--- config.mk ---
export PLATFORM = sky130hd
export DESIGN_NAME = redirect_source_arbiter
export DESIGN_NICKNAME = d
export VERILOG_FILES = /design/src/rtl/redirect_pkg.sv /design/src/rtl/redirect_priority_sel.sv /design/src/rtl/redirect_source_arbiter.sv
export SDC_FILE = /design/constraint.sdc
export NUM_CORES = 1
export LEC_CHECK = 0
export CAP_MARGIN = 20
export CORE_ASPECT_RATIO = 0.75
export CORE_UTILIZATION = 37
export DETAILED_ROUTE_END_ITERATION = 8
export HOLD_SLACK_MARGIN = 0.05
export PLACE_DENSITY = 0.88
export SLEW_MARGIN = 10
export SYNTH_ARGS = -nofsm -noshare
export SYNTH_HDL_FRONTEND = slang
export SYNTH_SLANG_ARGS = --single-unit
export TNS_END_PERCENT = 10
--- constraint.sdc ---
create_clock -name i_clk -period 5.8 [get_ports i_clk]
set_input_delay 0.58 -clock i_clk [delete_from_list [all_inputs] [get_ports i_clk]]
set_output_delay 0.58 -clock i_clk [all_outputs]
set_load 0.01 [all_outputs]
--- src/rtl/redirect_pkg.sv ---
// Shared types and helpers for the IF-stage redirect source arbiter.
// Source encoding is ordered so that numeric compare gives priority.
package redirect_pkg;

  typedef enum logic [1:0] {
    SRC_NONE   = 2'd0,
    SRC_BRANCH = 2'd1,
    SRC_MRET   = 2'd2,
    SRC_TRAP   = 2'd3
  } redirect_src_e;

  // Conditions the two low bits of a target; upper bits pass through.
  function automatic logic [1:0] align_target(
    input logic [1:0] target,
    input logic       c_ext
  );
    logic [1:0] t;
    t    = target;
    t[0] = 1'b0;
    if (!c_ext) t[1] = 1'b0;
    return t;
  endfunction

endpackage

--- src/rtl/redirect_priority_sel.sv ---
// Picks the winning redirect class and target from live requests
// and the pending entry; a live request wins ties.
module redirect_priority_sel
  import redirect_pkg::*;
#(
  parameter int XLEN = 32
) (
  input  logic              i_trap_req,
  input  logic              i_mret_req,
  input  logic              i_branch_req,
  input  logic [XLEN-1:0]   i_trap_target,
  input  logic [XLEN-1:0]   i_mepc,
  input  logic [XLEN-1:0]   i_branch_target,
  input  redirect_src_e     i_pend_src,
  input  logic [XLEN-1:0]   i_pend_target,
  output redirect_src_e     o_src,
  output logic [XLEN-1:0]   o_target
);

  redirect_src_e   w_live_src;
  logic [XLEN-1:0] w_live_tgt;

  always_comb begin
    w_live_src = SRC_NONE;
    w_live_tgt = i_branch_target;
    if (i_trap_req) begin
      w_live_src = SRC_TRAP;
      w_live_tgt = i_trap_target;
    end else if (i_mret_req) begin
      w_live_src = SRC_MRET;
      w_live_tgt = i_mepc;
    end else if (i_branch_req) begin
      w_live_src = SRC_BRANCH;
      w_live_tgt = i_branch_target;
    end
  end

  always_comb begin
    o_src    = i_pend_src;
    o_target = i_pend_target;
    if (w_live_src != SRC_NONE && w_live_src >= i_pend_src) begin
      o_src    = w_live_src;
      o_target = w_live_tgt;
    end
  end

endmodule

--- src/rtl/redirect_source_arbiter.sv ---
// IF-stage redirect transmit side: arbitrates trap/mret/branch/prediction,
// replays redirects latched during a stall and tracks the fetch epoch.
module redirect_source_arbiter
  import redirect_pkg::*;
#(
  parameter int XLEN    = 32,
  parameter int EPOCH_W = 3,
  parameter bit C_EXT   = 1'b1
) (
  input  logic               i_clk,
  input  logic               i_reset_n,
  input  logic               i_stall,
  input  logic               i_trap_req,
  input  logic               i_mret_req,
  input  logic [XLEN-1:0]    i_trap_target,
  input  logic [XLEN-1:0]    i_mepc,
  input  logic               i_branch_req,
  input  logic [XLEN-1:0]    i_branch_target,
  input  logic               i_pred_req,
  input  logic [XLEN-1:0]    i_pred_target,
  output logic               o_trap_taken,
  output logic               o_mret_taken,
  output logic               o_branch_taken,
  output logic               o_prediction_used,
  output logic [XLEN-1:0]    o_trap_target,
  output logic [XLEN-1:0]    o_branch_target,
  output logic [XLEN-1:0]    o_predicted_target,
  output logic               o_flush,
  output logic               o_redirect_pending,
  output logic [EPOCH_W-1:0] o_epoch
);

  redirect_src_e      r_pend_src;
  logic [XLEN-1:0]    r_pend_tgt;
  logic [EPOCH_W-1:0] r_epoch;

  redirect_src_e   w_win_src;
  logic [XLEN-1:0] w_win_tgt;
  logic [XLEN-1:0] w_al_win;
  logic [XLEN-1:0] w_al_pred;
  logic            w_active;
  logic            w_issue;
  logic            w_pred_issue;
  logic            w_trap;
  logic            w_mret;

  // The same selection drives issue and the stall-time capture.
  redirect_priority_sel #(
    .XLEN(XLEN)
  ) u_sel (
    .i_trap_req     (i_trap_req),
    .i_mret_req     (i_mret_req),
    .i_branch_req   (i_branch_req),
    .i_trap_target  (i_trap_target),
    .i_mepc         (i_mepc),
    .i_branch_target(i_branch_target),
    .i_pend_src     (r_pend_src),
    .i_pend_target  (r_pend_tgt),
    .o_src          (w_win_src),
    .o_target       (w_win_tgt)
  );

  assign w_active     = i_reset_n & ~i_stall;
  assign w_issue      = w_active & (w_win_src != SRC_NONE);
  assign w_pred_issue = w_active & (w_win_src == SRC_NONE) & i_pred_req;
  assign w_trap       = w_issue & (w_win_src == SRC_TRAP);
  assign w_mret       = w_issue & (w_win_src == SRC_MRET);

  assign w_al_win  = {w_win_tgt[XLEN-1:2],
                      align_target(w_win_tgt[1:0], C_EXT)};
  assign w_al_pred = {i_pred_target[XLEN-1:2],
                      align_target(i_pred_target[1:0], C_EXT)};

  assign o_trap_taken       = w_trap;
  assign o_mret_taken       = w_mret;
  assign o_branch_taken     = w_issue & (w_win_src == SRC_BRANCH);
  assign o_prediction_used  = w_pred_issue;
  assign o_flush            = w_issue;
  assign o_trap_target      = (w_trap | w_mret) ? w_al_win : '0;
  assign o_branch_target    = o_branch_taken ? w_al_win : '0;
  assign o_predicted_target = w_pred_issue ? w_al_pred : '0;
  assign o_redirect_pending = (r_pend_src != SRC_NONE);
  assign o_epoch            = r_epoch;

  always_ff @(posedge i_clk) begin
    if (!i_reset_n) begin
      r_pend_src <= SRC_NONE;
      r_pend_tgt <= '0;
      r_epoch    <= '0;
    end else if (i_stall) begin
      r_pend_src <= w_win_src;
      r_pend_tgt <= w_win_tgt;
    end else begin
      r_pend_src <= SRC_NONE;
      if (w_issue | w_pred_issue) r_epoch <= r_epoch + 1'b1;
    end
  end

endmodule

Yosys cells after proc, flatten, opt, wreduce, memory -nomap -nowiden
Cells that the tools add are included.
Word-level totals
  register bits after elaboration: 37
  logic and storage cells: 37
Cells by class
  reduce and logical (&&, ||, !) cells: 8
  order comparisons: 1
  $add $sub $neg: 1
  eq/ne operators: 3
  bitwise operators: 10
  muxes and demuxes: 10
Operator list (number)
  two-way mux 32 bit: 6
  bitwise AND 1 bit: 7
  two-way mux 2 bit: 3
  AND reduction 2 bit: 3
  nonzero test 2 bit: 3
  equality test 2 bit, second input constant: 2
  adder 3 x 1 -> 3 bit, second input constant: 1
  equality test 2 x 1 -> 1 bit, second input constant: 1
  >= comparator 2 bit: 1
  logical NOT 2 bit: 1
  OR 1 bit: 2
  logical AND 1 bit: 1
  two-way mux 1 bit: 1
  inverter 1 bit: 1

Depth between registers and ports, before layout
Gate-level depths: netlist (run 1).
  depth in word-level cells: 11
  mapped depth: 11

Modules after synthesis
Synthesis (run 1) repeated with hierarchy kept, for this count alone.
Unflattened totals
  cells, all modules: 396
  area, all modules: 3300.7 um^2
By module, submodules not included
  redirect_source_arbiter: times used 1, cells each 241, seq. area each 740.7 um^2, area an instance 2164.6 um^2
  redirect_priority_sel: times used 1, cells each 155, seq. area each 0.0 um^2, area an instance 1136.1 um^2

Worst setup path before layout (run 1)
Ideal clock, no wire load.
  kind: input-to-output
  from: input port i_mret_req
  to: output port o_branch_target[10]
  stages: 11
  arrival: 2385 ps
  data required time: 5220 ps
  slack: 2835 ps
  cells stage by stage: buf_6 > nor2_1 > inv_1 > ha_1 > nor2_2 > a22o_1 > o2bb2ai_2 > or3b_1 > buf_2 > buf_6 > nor2_1
On the way
  longest elaborated chain between the ends: 9
  elaborated cells between the ends (all ways): 14
  classes of those cells: order compare: 1; eq/ne: 1; mux: 7; bitwise: 2; reduce/logical: 3
Ends and longest elaborated chain
  start: declaration: line redirect_source_arbiter.sv:14  | input logic i_mret_req,
  two-way mux 2 bit: line redirect_priority_sel.sv:29  | end else if (i_mret_req) begin
  two-way mux 2 bit: line redirect_priority_sel.sv:26  | if (i_trap_req) begin
  >= comparator 2 bit / nonzero test 2 bit (equally long branches): line redirect_priority_sel.sv:41  | if (w_live_src != SRC_NONE && w_live_src >= i_pend_src) begin
  logical AND 1 bit: line redirect_priority_sel.sv:41
  two-way mux 2 bit: line redirect_priority_sel.sv:41
  nonzero test 2 bit: line redirect_source_arbiter.sv:64  | assign w_issue = w_active & (w_win_src != SRC_NONE);
  bitwise AND 1 bit: line redirect_source_arbiter.sv:64
  bitwise AND 1 bit: line redirect_source_arbiter.sv:76  | assign o_branch_taken = w_issue & (w_win_src == SRC_BRANCH);
  two-way mux 32 bit (*): line redirect_source_arbiter.sv:80  | assign o_branch_target = o_branch_taken ? w_al_win : '0;
  end: declaration: line redirect_source_arbiter.sv:26  | output logic [XLEN-1:0] o_branch_target,
Every way passes the cells marked *; elsewhere a longest branch is shown, timed or not.

Final worst setup path (run 1)
  from: input port i_mret_req
  to: output port o_branch_target[22]
The elaborated chain is that of the path after synthesis.

==> flow_summary.json, run 1 <==
{
  "outcome": "complete, no violations",
  "synth_compound_area_share_pct": 8.12,
  "cts_resized": 0,
  "met1Wirelength_um": 4380,
  "drtAntennaViolNets": 0,
  "cts_tree": "built",
  "io_buffers": 232,
  "hold_slack_ps": 476,
  "multi_input_area_um2": 2150,
  "hold_buffers": 0,
  "worst_path_most_repeated_cell": "nor2_1",
  "synth_area_um2": 3050,
  "start_util_pct": 38.4,
  "wire_per_inst_um": 15.0,
  "maxCapViolCount": 0,
  "whs_path_depth": 2,
  "post_cts_buffers": 0,
  "synth_async_sr_flop_share_pct": 0,
  "p_sw_share_pct": 31.6,
  "critPathKind": "input pin to primary output",
  "grt_antenna_before_repair": 0,
  "power_switching_mw": 0.250,
  "place_congestion": 0.804,
  "die_w_um": 107,
  "die_h_um": 80.7,
  "drive_above_1_share_pct": 3.94,
  "critPathRequiredTime_ps": 5220,
  "worstPathMaxFanout": 19,
  "hold_viol_final": 0,
  "finalSetupTns_ps": 0,
  "finalSetupViolCount": 0,
  "max_stage_delay_ps": 690,
  "max_freq_ghz": 0.245,
  "pin_count": 240,
  "synth_cell_types": 33,
  "fin_crit_sh_pct": 70.5,
  "grt-ovfl-total": 0,
  "postLayoutCoreUtil_pct": 69.2,
  "cts_buffers": 5,
  "root_buffer": "clkbuf_8",
  "core_um2": 7950,
  "hpwl_um": 8390,
  "synth_common_cells": "mux2i_1, nor2_1, nand2_1, dfxtp_1, nor2b_1",
  "n_antenna_cell": 0,
  "regArea_um2": 721,
  "synth_most_common_cell": "mux2i_1",
  "viasPerCell": 4.78,
  "dp_slack_ps": 1570,
  "synth_top_family_by_area": "multiplexers",
  "yosys_warnings": 0,
  "synth-simple-area-share_pct": 28.9,
  "dr.pass1.iters": 4,
  "hold_path.class": "flop to flop",
  "track_usage_pct": 24.2,
  "worstMarginPinSlew_ps": 886,
  "die_area_um2": 8620,
  "r2r_cells": 8,
  "netlist.area_leader.share_pct": 31.5,
  "first_iter_violations": 99,
  "endpoint_kind": "primary output",
  "num_rows": 28,
  "grt_pass1_vias": 3357,
  "crit_path_top_delay_cell": "or3b_1",
  "grt_pass1_wl_um": 16300,
  "syn_area_per_cell_um2": 7.73,
  "setup_slack_ps": 1710,
  "cp.depth": 11,
  "drc": 0,
  "synth_mux_area_share_pct": 31.5,
  "worst-path-buf-inv": 4,
  "synth_edf_count": 0,
  "crit_chain": "buf_2 > nor2_1 > inv_1 > ha_1 > nor2_2 > a22o_1 > o2bb2ai_2 > or3b_1 > buf_16 > nor2_1 > clkdlybuf4s50_1",
  "yosys.area.top_type": "mux2i_1",
  "synth_cells": 395,
  "start_kind": "input pin",
  "vias": 3410,
  "ys_dominant_reg_cell": "dfxtp_1",
  "power.density_nw_per_um2": 144,
  "fillCellCount": 596,
  "pwr-share-clk_pct": 21.4,
  "slew_viol_final": 0,
  "p_int_mw": 0.542,
  "clk_latency_ps": 280,
  "wl_met3_um": 721,
  "layout_min_cycle_time_ps": 4090,
  "numClockSinks": 36,
  "vdd_drop_max_uv": 81.8,
  "seq_power_share_pct": 34.8,
  "areaGrowthSynthToFinish_pct": 80.4,
  "grt_max_degree": 67,
  "finClkSkew_ps": 9.38,
  "top_layer": "met4",
  "slew_headroom_pct": 40.7,
  "path_delay_family": "simple AND/OR/NAND/NOR gates",
  "synthAdderAreaFrac_pct": 0.820,
  "crit_arrival_ps": 3510,
  "ys_ff_latch": 36,
  "cts-htree-levels": 2,
  "nNetsFinal": 746,
  "p_leak_nw": 2.24,
  "netlist_top_cells_area": "mux2i_1, dfxtp_1, nor2_1, nor2b_1, and2_1",
  "drt_wl_total_um": 10700,
  "rsz0062_at_grt": "false",
  "combPwrFrac_pct": 43.7,
  "synthXorXnorAreaFrac_pct": 0,
  "cts.clk_slew.worst_paths_ps": 60,
  "clockBufferDepth": 2,
  "wl_met2_um": 5580,
  "seq_area_frac_synth_pct": 23.6
}
## layer usage
layer,vias up,track usage (%)
met3,6,5.68
met1,1550,27.1
met5,-,0
li1,1728,-
met2,126,46.8
met4,0,4.79
## final timing paths
path,from,end,slack (ps)
max,i_mret_req,o_branch_target[22],1710
max reg2reg,r_pend_src[1],r_pend_tgt[29],3120
min,o_epoch[2],o_epoch[2],480
min reg2reg,o_epoch[2],o_epoch[2],480
## flip-flops by register name (all words and copies together) (netlist names)
register,count
r_pend_src,2
r_pend_tgt,31
o_epoch,3
## cells in the final DEF, fill, tap and decap left out, types with 2 or more instances in the layout
cell type and count:
buf_4 5, buf_16 2, o21ai_0 31, clkbuf_8 5
nand2_1 37, clkdlybuf4s50_1 230, nor2_1 65, dfxtp_1 36
and3_1 2, and2_1 31, inv_1 5, nand2b_1 5
mux2i_1 96, ha_1 2, nor2b_1 33, conb_1 3
buf_2 2
## metrics by stage
stage / power, mW / instances / area [µm²]
2_1_floorplan: 0.460 / 397 / 3060
3_3_place_gp: 0.612 / 705 / 5360
3_5_place_dp: 0.627 / 707 / 5420
4_1_cts: 0.799 / 714 / 5500
5_1_grt: 0.836 / 714 / 5500
6_report: 0.792 / 714 / 5500
## power groups by stage
stage          Clock [mW]  Combinational, mW  Sequential [mW]
5_1_grt             0.185              0.374            0.278
4_1_cts             0.177              0.347            0.275
6_report            0.170              0.346            0.276
2_1_floorplan           0              0.181            0.279
3_5_place_dp            0              0.346            0.281
3_3_place_gp            0              0.332            0.280
## cell families (layout without fill, tap and decap cells)
kind of cell    count (synthesis)  in the layout
fa+ha+maj                       2              2
mux                            96             96
simple gates                  180            180
flops                          36             36
buf+inv                        39            251
compound gates                 41             41
other cells                     1              3
## cell type report
| cell class | instances | area share [%] |
|---|---|---|
| well taps | 105 | 2.39 |
| flip-flops and latches | 36 | 13.1 |
| clock buffers | 5 | 1.25 |
| clock inverters | 2 | 0.227 |
| multi-input cells | 322 | 39.0 |
| repair buffers | 239 | 43.7 |
| inverters | 5 | 0.341 |
## worst register-to-register path, stage by stage, from the launching register on
cell and delay, ps:
dfxtp_1 340, inv_1 90, ha_1 240, nand2b_1 170, a21oi_2 120, a211oi_4 820
buf_4 470, mux2i_1 270, nor2b_1 60
Note: power is estimated with default switching activity, not from simulation.
==> run 2: changes to the inputs <==
CORE_UTILIZATION = 31   (was 37)
PLACE_DENSITY = 0.79   (was 0.88)
clock period = 3.7 ns   (was 5.8 ns; I/O delays follow)
==> run 2 against run 1 <==
Compared with the run above: setup slack worse by 1400 ps; worst hold slack better by 0.83 ps; cell count up 4.1%; non-clock buffer count up 5; final area up 2.2%; global-route usage down 4.4 points; register-to-register slack lost 1500 ps; clock-buffer cell count rose by 2; critical path type is now flop to primary output; critical endpoint is now o_branch_target[2]; largest cell class unchanged.
==> flow_summary.json, run 2 (synthesis results as in run 1) <==
{
  "areaGrowthSynthToFinish_pct": 84.3,
  "p_leak_nw": 2.29,
  "worstMarginPinSlew_ps": 616,
  "whs_path_depth": 2,
  "reg2reg_to": "r_pend_tgt[6]",
  "post_cts_buffers": 0,
  "path_delay_family": "buffers and inverters",
  "regMostFlops": "r_pend_tgt",
  "die_area_um2": 10200,
  "maxCapViolCount": 0,
  "timing.rr.start": "r_pend_src[1]",
  "core_um2": 9310,
  "power.total_mw": 1.48,
  "r2r_cells": 8,
  "clockBufferDepth": 2,
  "vdd_drop_max_uv": 169,
  "slew_headroom_pct": 58.9,
  "hold_path.class": "flop to flop",
  "finalSetupTns_ps": 0,
  "final_common_cell": "clkdlybuf4s50_1",
  "cts_resized": 0,
  "nNetsFinal": 751,
  "slew_viol_final": 0,
  "cts_tree": "built",
  "place_congestion": 0.742,
  "cts-htree-levels": 2,
  "cp.depth": 9,
  "fin_crit_sh_pct": 90.6,
  "pin_count": 240,
  "cts_buffers": 5,
  "clk_latency_ps": 270,
  "max_stage_delay_ps": 570,
  "crit_arrival_ps": 2980,
  "root_buffer": "clkbuf_16",
  "dpl_cell_area_um2": 5440,
  "critPathRequiredTime_ps": 3330,
  "finClkSkew_ps": 1.74,
  "hold_buffers": 0,
  "rsz0062_at_grt": "false",
  "hold_end": "o_epoch[2]",
  "start_kind": "flop",
  "layout_min_cycle_time_ps": 3350,
  "die_h_um": 87.9,
  "crit_chain": "inv_1 > ha_1 > nor2_2 > a22o_1 > o2bb2ai_2 > or3b_1 > buf_4 > nor2_1 > clkdlybuf4s50_1",
  "crit_path_top_delay_cell": "clkdlybuf4s50_1",
  "num_rows": 30,
  "first_iter_violations": 105,
  "worstPathMaxFanout": 17,
  "drt_wl_total_um": 10600,
  "min-delay-start": "o_epoch[2]",
  "power.density_nw_per_um2": 263,
  "grt_antenna_before_repair": 0,
  "max_freq_ghz": 0.298,
  "start_util_pct": 32.8,
  "numClockSinks": 36,
  "n_antenna_cell": 0,
  "endpoint_kind": "primary output",
  "critPathKind": "flop to primary output",
  "grt-ovfl-total": 0,
  "worst-path-buf-inv": 3,
  "grt_max_degree": 67,
  "r2r_slack_ps": 1640,
  "grt_pass1_vias": 3241,
  "hold_slack_ps": 477,
  "grt_pass1_wl_um": 15800,
  "dr.pass1.iters": 4,
  "outcome": "complete, no violations",
  "layout_common_cells": "clkdlybuf4s50_1, mux2i_1, nor2_1",
  "fin_area_um2": 5630,
  "die_w_um": 117,
  "fin_cells": 743,
  "io_buffers": 232,
  "hpwl_um": 8360,
  "cts.clk_slew.worst_paths_ps": 50,
  "largest_register_ffs": 31,
  "drc": 0,
  "place_inst": 735,
  "vias": 3435,
  "drtAntennaViolNets": 0,
  "track_usage_pct": 19.8,
  "wire_per_inst_um": 14.2,
  "hold_viol_final": 0,
  "viasPerCell": 4.62,
  "finalSetupViolCount": 0,
  "drive_above_1_share_pct": 4.88
}
## run 2: changes by cell type in the layout (fill, tap and decap cells not counted), moves of 2 or more
| cell | delta |
|---|---|
| buf_4 | +7 |
| clkbuf_16 | +5 |
| clkbuf_8 | -3 |
| buf_16 | -2 |
## run 2: power breakdown
part	leakage (nW)	switching, mW	internal, mW
registers	0.295	0.0156	0.417
clock network	0.0901	0.154	0.354
logic	1.91	0.237	0.304
total	2.29	0.407	1.08
## run 2: worst register-to-register path: stages, from the launching register on
cell,delay [ps]
dfxtp_1,320
inv_1,80
ha_1,240
nand2b_1,180
a21oi_2,130
a211oi_4,310
buf_4,330
mux2i_1,270
nor2b_1,70
## run 2: per-stage QoR
step	setup WS [ps]	utilization (%)
3_5_place_dp	356	58.5
5_1_grt	153	60.4
6_report	346	60.4
4_1_cts	320	60.4
2_1_floorplan	1150	-
3_3_place_gp	451	58.5
## run 2: worst max path at each step
stage,from,end
2_1_floorplan,i_mret_req,o_branch_target[10]
3_3_place_gp,i_trap_req,o_branch_target[5]
3_5_place_dp,i_trap_req,o_branch_target[2]
4_1_cts,r_pend_src[1],o_branch_target[2]
5_1_grt,r_pend_src[1],o_branch_target[2]
6_report,r_pend_src[1],o_branch_target[2]
## run 2: routing by layer
metal  GRT usage [%]  vias to the layer above  routed length (µm)
met4            4.95                        0                  93
met5               0                        -                   0
met3            5.19                       10                 939
met2            37.2                      143                5230
met1            22.3                     1546                4320
li1                -                     1736                   -
## run 2: area by class of cell
type	instances	area [µm²]
multi-input combinational	322	2140
clock buffer	7	153
sequential	36	721
tap	128	160
timing repair buffer	244	2400
fill	822	3680
inverter	5	18.8
clock inverter	1	30.0
